===== src/rtl/fp_pkg.sv =====
// Shared types and constants for the single-precision multiplier datapath
// and its downstream exception stage.
package fp_pkg;

    localparam int BIAS    = 127;
    localparam int EXP_W   = 10;
    localparam int EXP_MAX = 254;
    localparam int EXP_MIN = 1;

    typedef enum logic [2:0] {
        IEEE_NEAR = 3'd0,
        IEEE_ZERO = 3'd1,
        IEEE_PINF = 3'd2,
        IEEE_NINF = 3'd3,
        NEAR_UP   = 3'd4,
        AWAY_ZERO = 3'd5
    } round_t;

endpackage


===== src/rtl/fp_mult_pipe_if.sv =====
// Operand/result handshake bundle of the pipelined multiplier; the master
// side presents operands and consumes results, the slave side is the pipe.
interface fp_mult_pipe_if;

    logic        in_valid;
    logic        in_ready;
    logic [31:0] a;
    logic [31:0] b;
    logic [2:0]  round;
    logic        out_valid;
    logic        out_ready;
    logic [31:0] z_calc;
    logic        ovf;
    logic        unf;
    logic        inexact;
    logic [31:0] a_q;
    logic [31:0] b_q;
    logic [2:0]  round_q;

    modport master (
        output in_valid, a, b, round, out_ready,
        input  in_ready, out_valid, z_calc, ovf, unf, inexact, a_q, b_q, round_q
    );

    modport slave (
        input  in_valid, a, b, round, out_ready,
        output in_ready, out_valid, z_calc, ovf, unf, inexact, a_q, b_q, round_q
    );

endinterface


===== src/rtl/round_mult.sv =====
// Rounding decision for a normalized 23-bit mantissa: picks the increment
// from guard/sticky/sign per rounding mode and applies it.
module round_mult
    import fp_pkg::*;
(
    input  logic [22:0] m,
    input  logic        g,
    input  logic        s,
    input  logic        sign,
    input  logic [2:0]  round,
    output logic [22:0] m_out,
    output logic        carry,
    output logic        inc
);

    always_comb begin
        // NOTE: every output gets a default before the case so no path leaves it unassigned (no latch).
        inc = 1'b0;
        case (round)
            IEEE_NEAR: inc = g & (s | m[0]);
            IEEE_ZERO: inc = 1'b0;
            IEEE_PINF: inc = ~sign & (g | s);
            IEEE_NINF: inc = sign & (g | s);
            NEAR_UP:   inc = g;
            AWAY_ZERO: inc = g | s;
            default:   inc = 1'b0;
        endcase
        // A carry out of bit 22 wraps the mantissa to zero; the caller bumps the exponent.
        {carry, m_out} = {1'b0, m} + 24'(inc);
    end

endmodule


===== src/rtl/fp_mult_pipe.sv =====
// Three-stage single-precision multiply (unpack, normalize, round) with a
// global stall, forwarding operands and mode aligned with the raw product.
module fp_mult_pipe
    import fp_pkg::*;
#(
    parameter int BIAS  = fp_pkg::BIAS,
    parameter int EXP_W = fp_pkg::EXP_W
) (
    input  logic          clk,
    input  logic          rst,
    fp_mult_pipe_if.slave bus
);

    localparam logic signed [EXP_W-1:0] E_MAX = EXP_W'(EXP_MAX);
    localparam logic signed [EXP_W-1:0] E_MIN = EXP_W'(EXP_MIN);

    typedef struct packed {
        logic                    valid;
        logic                    sign;
        logic signed [EXP_W-1:0] e;
        logic [47:0]             p;
        logic [31:0]             a;
        logic [31:0]             b;
        logic [2:0]              rnd;
    } s1_t;

    typedef struct packed {
        logic                    valid;
        logic                    sign;
        logic signed [EXP_W-1:0] e;
        logic [22:0]             m;
        logic                    g;
        logic                    s;
        logic [31:0]             a;
        logic [31:0]             b;
        logic [2:0]              rnd;
    } s2_t;

    typedef struct packed {
        logic        valid;
        logic [31:0] z;
        logic        ovf;
        logic        unf;
        logic        inexact;
        logic [31:0] a;
        logic [31:0] b;
        logic [2:0]  rnd;
    } s3_t;

    s1_t s1_q, s1_d;
    s2_t s2_q, s2_d;
    s3_t s3_q, s3_d;

    logic                    en;
    logic [22:0]             m_rnd;
    logic                    rnd_carry;
    logic                    rnd_inc_unused;
    logic signed [EXP_W-1:0] e_fin;

    // The increment itself is only needed inside the rounder; carry drives the exponent.
    round_mult u_round (
        .m     (s2_q.m),
        .g     (s2_q.g),
        .s     (s2_q.s),
        .sign  (s2_q.sign),
        .round (s2_q.rnd),
        .m_out (m_rnd),
        .carry (rnd_carry),
        .inc   (rnd_inc_unused)
    );

    assign en = ~s3_q.valid | bus.out_ready;

    always_comb begin
        s1_d  = s1_q;
        s2_d  = s2_q;
        s3_d  = s3_q;
        e_fin = s2_q.e + EXP_W'(rnd_carry);

        if (en) begin
            s1_d.valid = bus.in_valid;
            s1_d.sign  = bus.a[31] ^ bus.b[31];
            s1_d.e     = EXP_W'(bus.a[30:23]) + EXP_W'(bus.b[30:23]) - EXP_W'(BIAS);
            s1_d.p     = 48'({1'b1, bus.a[22:0]}) * 48'({1'b1, bus.b[22:0]});
            s1_d.a     = bus.a;
            s1_d.b     = bus.b;
            s1_d.rnd   = bus.round;

            s2_d.valid = s1_q.valid;
            s2_d.sign  = s1_q.sign;
            s2_d.a     = s1_q.a;
            s2_d.b     = s1_q.b;
            s2_d.rnd   = s1_q.rnd;
            if (s1_q.p[47]) begin
                s2_d.m = s1_q.p[46:24];
                s2_d.g = s1_q.p[23];
                s2_d.s = |s1_q.p[22:0];
                s2_d.e = s1_q.e + EXP_W'(1);
            end else begin
                s2_d.m = s1_q.p[45:23];
                s2_d.g = s1_q.p[22];
                s2_d.s = |s1_q.p[21:0];
                s2_d.e = s1_q.e;
            end

            // Exponent is truncated into the packed result even when out of range.
            s3_d.valid   = s2_q.valid;
            s3_d.z       = {s2_q.sign, e_fin[7:0], m_rnd};
            s3_d.ovf     = e_fin > E_MAX;
            s3_d.unf     = e_fin < E_MIN;
            s3_d.inexact = s2_q.g | s2_q.s;
            s3_d.a       = s2_q.a;
            s3_d.b       = s2_q.b;
            s3_d.rnd     = s2_q.rnd;
        end
    end

    // NOTE: state registers use non-blocking assignment so every stage samples its predecessor's old value.
    always_ff @(posedge clk or posedge rst) begin
        if (rst) begin
            s1_q <= '0;
            s2_q <= '0;
            s3_q <= '0;
        end else begin
            s1_q <= s1_d;
            s2_q <= s2_d;
            s3_q <= s3_d;
        end
    end

    assign bus.in_ready  = en;
    assign bus.out_valid = s3_q.valid;
    assign bus.z_calc    = s3_q.z;
    assign bus.ovf       = s3_q.ovf;
    assign bus.unf       = s3_q.unf;
    assign bus.inexact   = s3_q.inexact;
    assign bus.a_q       = s3_q.a;
    assign bus.b_q       = s3_q.b;
    assign bus.round_q   = s3_q.rnd;

endmodule


===== src/flat_wrapper.sv =====
// flat-port wrapper written by rule: the top's interface ports become plain ports
module fp_mult_pipe_flat import fp_pkg::*;
#(
    parameter int BIAS  = fp_pkg::BIAS,
    parameter int EXP_W = fp_pkg::EXP_W
)
  (clk, rst, bus_in_valid, bus_a, bus_b, bus_round, bus_out_ready, bus_in_ready, bus_out_valid, bus_z_calc, bus_ovf, bus_unf, bus_inexact, bus_a_q, bus_b_q, bus_round_q);
  fp_mult_pipe_if bus_i ();
  input  logic clk;
  input  logic rst;
  input wire logic [$bits(bus_i.in_valid)-1:0] bus_in_valid;
  input wire logic [$bits(bus_i.a)-1:0] bus_a;
  input wire logic [$bits(bus_i.b)-1:0] bus_b;
  input wire logic [$bits(bus_i.round)-1:0] bus_round;
  input wire logic [$bits(bus_i.out_ready)-1:0] bus_out_ready;
  output wire logic [$bits(bus_i.in_ready)-1:0] bus_in_ready;
  output wire logic [$bits(bus_i.out_valid)-1:0] bus_out_valid;
  output wire logic [$bits(bus_i.z_calc)-1:0] bus_z_calc;
  output wire logic [$bits(bus_i.ovf)-1:0] bus_ovf;
  output wire logic [$bits(bus_i.unf)-1:0] bus_unf;
  output wire logic [$bits(bus_i.inexact)-1:0] bus_inexact;
  output wire logic [$bits(bus_i.a_q)-1:0] bus_a_q;
  output wire logic [$bits(bus_i.b_q)-1:0] bus_b_q;
  output wire logic [$bits(bus_i.round_q)-1:0] bus_round_q;
  assign bus_i.in_valid = bus_in_valid;
  assign bus_i.a = bus_a;
  assign bus_i.b = bus_b;
  assign bus_i.round = bus_round;
  assign bus_i.out_ready = bus_out_ready;
  assign bus_in_ready = bus_i.in_ready;
  assign bus_out_valid = bus_i.out_valid;
  assign bus_z_calc = bus_i.z_calc;
  assign bus_ovf = bus_i.ovf;
  assign bus_unf = bus_i.unf;
  assign bus_inexact = bus_i.inexact;
  assign bus_a_q = bus_i.a_q;
  assign bus_b_q = bus_i.b_q;
  assign bus_round_q = bus_i.round_q;
  fp_mult_pipe #(.BIAS(BIAS), .EXP_W(EXP_W)) u_core (.clk(clk), .rst(rst), .bus(bus_i));
endmodule

===== config.mk =====
export PLATFORM = sky130hd
export DESIGN_NAME = fp_mult_pipe_flat
export DESIGN_NICKNAME = d
export VERILOG_FILES = /design/src/rtl/fp_pkg.sv /design/src/rtl/fp_mult_pipe_if.sv /design/src/rtl/round_mult.sv /design/src/rtl/fp_mult_pipe.sv /design/src/flat_wrapper.sv
export SDC_FILE = /design/constraint.sdc
export NUM_CORES = 2
export LEC_CHECK = 0
export BUFFER_PORTS_ARGS = -buffer_cell sky130_fd_sc_hd__buf_2
export CAP_MARGIN = 5
export CORE_MARGIN = 4
export CORE_UTILIZATION = 45
export CTS_BUF_LIST = sky130_fd_sc_hd__clkbuf_4 sky130_fd_sc_hd__clkbuf_8
export DETAILED_ROUTE_END_ITERATION = 8
export PLACE_DENSITY = 0.74
export SLEW_MARGIN = 10
export SYNTH_ARGS = -nofsm -noshare
export SYNTH_HDL_FRONTEND = slang
export SYNTH_SLANG_ARGS = --single-unit

===== constraint.sdc =====
create_clock -name clk -period 10.1 [get_ports clk]
set_clock_uncertainty 0.2 [all_clocks]
set_input_delay 1.01 -clock clk [delete_from_list [all_inputs] [get_ports clk]]
set_output_delay 1.01 -clock clk [all_outputs]
set_load 0.02 [all_outputs]

==> results.py <==
metrics = {
    "synth": {
        "synthFlopType": "dfrtp_1",
        "synth_cells": 3694,
        "synth_top_area_share_pct": 29.7,
        "synth_top_area_cell": "fa_1",
        "ys_seq_area_share_pct": 25.6,
        "netlist_area_um2": 32600,
        "synth_fp_nets": 4435,
        "syn_area_per_cell_um2": 8.82,
        "synth-edff-count": 0,
        "ys_ff_latch": 334,
        "yosys_warnings": 0,
        "synth_cell_type_count": 62,
        "synthArstFlopShare_pct": 100,
        "ys_top_cells_by_area": "fa_1, dfrtp_1, nand2_1",
    },
    "clock_network": {
        "cts_buffer_depth": 3,
        "holdBufCountCts": 0,
        "path_clk_slew_ns": 0.06,
        "clock_latency_ns": 0.68,
        "clkSinkCount": 334,
        "cts_tree": "done",
        "cts_buffers": 55,
        "cts_setup_buffers": 0,
        "ctsHtreeMaxLevel": 2,
        "cts_root_buffer": "clkbuf_8",
        "ctsResizeCount": 0,
    },
    "final_layout": {
        "area_growth_pct": 8.50,
        "drive_gt1_share_pct": 7.81,
        "layout.nets": 4490,
        "fillers": 6769,
        "final_cell_area_um2": 35400,
    },
    "sta": {
        "max_freq_mhz": 130,
        "hold_viol": 0,
        "slew_violations": 0,
        "worst_slew_pin_slew_ns": 0.991,
        "timing.final.crit_share_pct": 76.4,
        "tns_ns": 0,
        "rsz0062_at_grt": "no",
        "setup_viol": 0,
        "min_period_ns": 7.72,
        "relSlewSlack_pct": 33.9,
    },
    "critical_path": {
        "worstSetupStartpointType": "input pin",
        "path_class": "in -> reg",
        "cp.arrival_ns": 8.09,
        "rrSetupSlack_ns": 6.06,
        "crit_fanout": 16,
        "reg2reg_from": "u_core.s2_q[0]$_DFFE_PP0P_",
        "endpoint_kind": "flop",
        "r2r.worst_path.cells": 13,
        "rr_endpoint": "u_core.bus.unf$_DFFE_PP0P_",
        "worstPathRequired_ns": 10.47,
        "crit_start": "bus_b[8]",
    },
    "hold_path": {
        "min_to": "u_core.s2_q[21]$_DFFE_PP0P_",
        "min_path_cells": 2,
        "hp-class": "reg -> reg",
        "hp-start": "u_core.s1_q[21]$_DFFE_PP0P_",
    },
    "drt": {
        "detail_route.wl_per_cell_um": 18.0,
        "drt_iter0_markers": 1927,
        "dr.pass1.iters": 5,
        "viasPerCell": 5.18,
        "vias": 24600,
        "drcViolationCount": 0,
        "ant_nets": 0,
        "routed_wl_um": 85500,
    },
    "placed_design": {
        "placement.io_buffers": 174,
        "dpl-instance-area_um2": 34100,
        "place.gp.congestion": 0.980,
        "place.detailed.hpwl_um": 64000,
    },
    "global_routing": {
        "grt_max_degree": 195,
        "grt_antenna_before_repair": 9,
        "grt_usage_pct": 22.5,
        "grt_overflow": 0,
        "grt_pass1_wl_um": 139000,
        "grt_use_met3_pct": 4.32,
        "use_met2_pct": 37.0,
        "gr-usage-met1_pct": 29.5,
        "grt_pass1_vias": 26000,
        "busiest_layer": "met2",
    },
    "floorplan": {
        "ios": 175,
        "die_h_um": 277,
        "die_w_um": 277,
        "dieArea_um2": 76800,
        "core_area_um2": 71600,
        "fp-row-count": 98,
        "start_util_pct": 45.5,
    },
    "status": {
        "status": "finished clean",
    },
    "flow_run": {
        "maxCapViolCount": 0,
    },
}
-- metal layers --
layer / part of all wire [%] / vias up
li1: - / 11200
met1: 40 / 12100
met2: 47 / 959
met3: 8.0 / 239
met4: 4.2 / 6
met5: 0.040 / -
-- cell families (layout without fill, tap and decap cells) --
group	Yosys count	count (layout)	synth area share, %
adders and majority gates	670	670	36.8
buffers and inverters	789	885	9.09
AOI/OAI and AO/OA	301	301	5.46
other	0	6	0
and+or+nand+nor	1485	1485	19.8
DFF	334	334	25.6
muxes	26	26	0.799
xor gates and xnor gates	89	89	2.39
-- critical path, cell delays in order --
cell and delay [ns]:
buf_2 0.29, clkinv_1 0.44, nor2_1 0.25, fa_1 0.46
fa_1 0.52, inv_1 0.06, fa_1 0.49, inv_1 0.06
fa_1 0.50, inv_1 0.06, fa_1 0.52, inv_1 0.05
fa_1 0.48, inv_1 0.06, fa_1 0.47, inv_1 0.04
ha_1 0.38, a21oi_1 0.22, o21ai_0 0.12, a211oi_1 0.41
a21oi_1 0.21, a21oi_1 0.41, o21ai_0 0.26, nand4_1 0.14
nor3b_1 0.18
-- cell usage after synthesis, types with 4 or more instances --
library cell / number
nand4_1: 16
mux2i_1: 26
nor4_1: 8
nand2_1: 1009
a21o_1: 17
a21oi_1: 80
o21ai_0: 129
clkbuf_1: 165
and2_1: 246
ha_1: 187
o31ai_1: 5
a31oi_1: 10
o21bai_1: 5
o211ai_1: 6
xor2_1: 42
inv_1: 599
and3_1: 11
and4_1: 5
xnor2_1: 47
nand3_1: 35
a211oi_1: 8
dfrtp_1: 334
o21a_1: 8
nand2b_1: 10
fa_1: 483
nor3_1: 16
clkinv_1: 4
buf_1: 20
nor2_1: 114
-- area by class of cell --
class                           instances  area [um2]  area share, %
Clock inverter                         15         226          0.640
Timing Repair Buffer                  184         971           2.75
Multi-Input combinational cell       2571       21300           60.2
Tap cell                              950        1190           3.36
Sequential cell                       334        8360           23.6
Inverter                              603        2270           6.43
Antenna cell                            6        15.0         0.0425
Clock buffer                           83        1050           2.97
-- registers in the layout, summed over array words and instances, names as in the netlist --
name / flops
u_core.bus.b_q: 32
u_core.s2_q: 104
u_core.bus.round_q: 3
u_core.bus.z_calc: 32
u_core.bus.unf: 1
u_core.bus.out_valid: 1
u_core.bus.ovf: 1
u_core.s1_q: 127
u_core.bus.a_q: 32
u_core.bus.inexact: 1
-- stage by stage --
stage               std cells  util [%]  hold slack, ns  setup slack, ns
floorplan                3694         -           0.230             2.61
global placement         4642      47.6           0.244             1.98
detailed placement       4642      47.6           0.250             1.85
CTS                      4740      49.4           0.221             2.55
global route             4741      49.4           0.268             1.97
finish                   4746      49.4           0.246             2.38
-- placed cells by master, fill, tap and decap left out, drive strengths merged, types with 26 or more instances in the layout --
cell type     n
nor2        114
o21ai       129
clkbuf       83
nand2      1009
a21oi        81
inv         600
buf         184
nand3        35
mux2i        26
fa          483
ha          187
xor2         42
dfrtp       334
xnor2        47
and2        246
-- worst max path at each step --
stage / cells after the start / slack (ns) / endpoint
floorplan: 23 / 2.61 / u_core.s1_q[113]$_DFFE_PP0P_
global placement: 25 / 1.98 / u_core.s1_q[100]$_DFFE_PP0P_
detailed placement: 25 / 1.85 / u_core.s1_q[100]$_DFFE_PP0P_
CTS: 25 / 2.55 / u_core.s1_q[106]$_DFFE_PP0P_
global route: 25 / 1.97 / u_core.s1_q[108]$_DFFE_PP0P_
finish: 25 / 2.38 / u_core.s1_q[108]$_DFFE_PP0P_
Power is not shown: default switching activity piles up to over one toggle a cycle in this logic, so the estimate is an artifact.
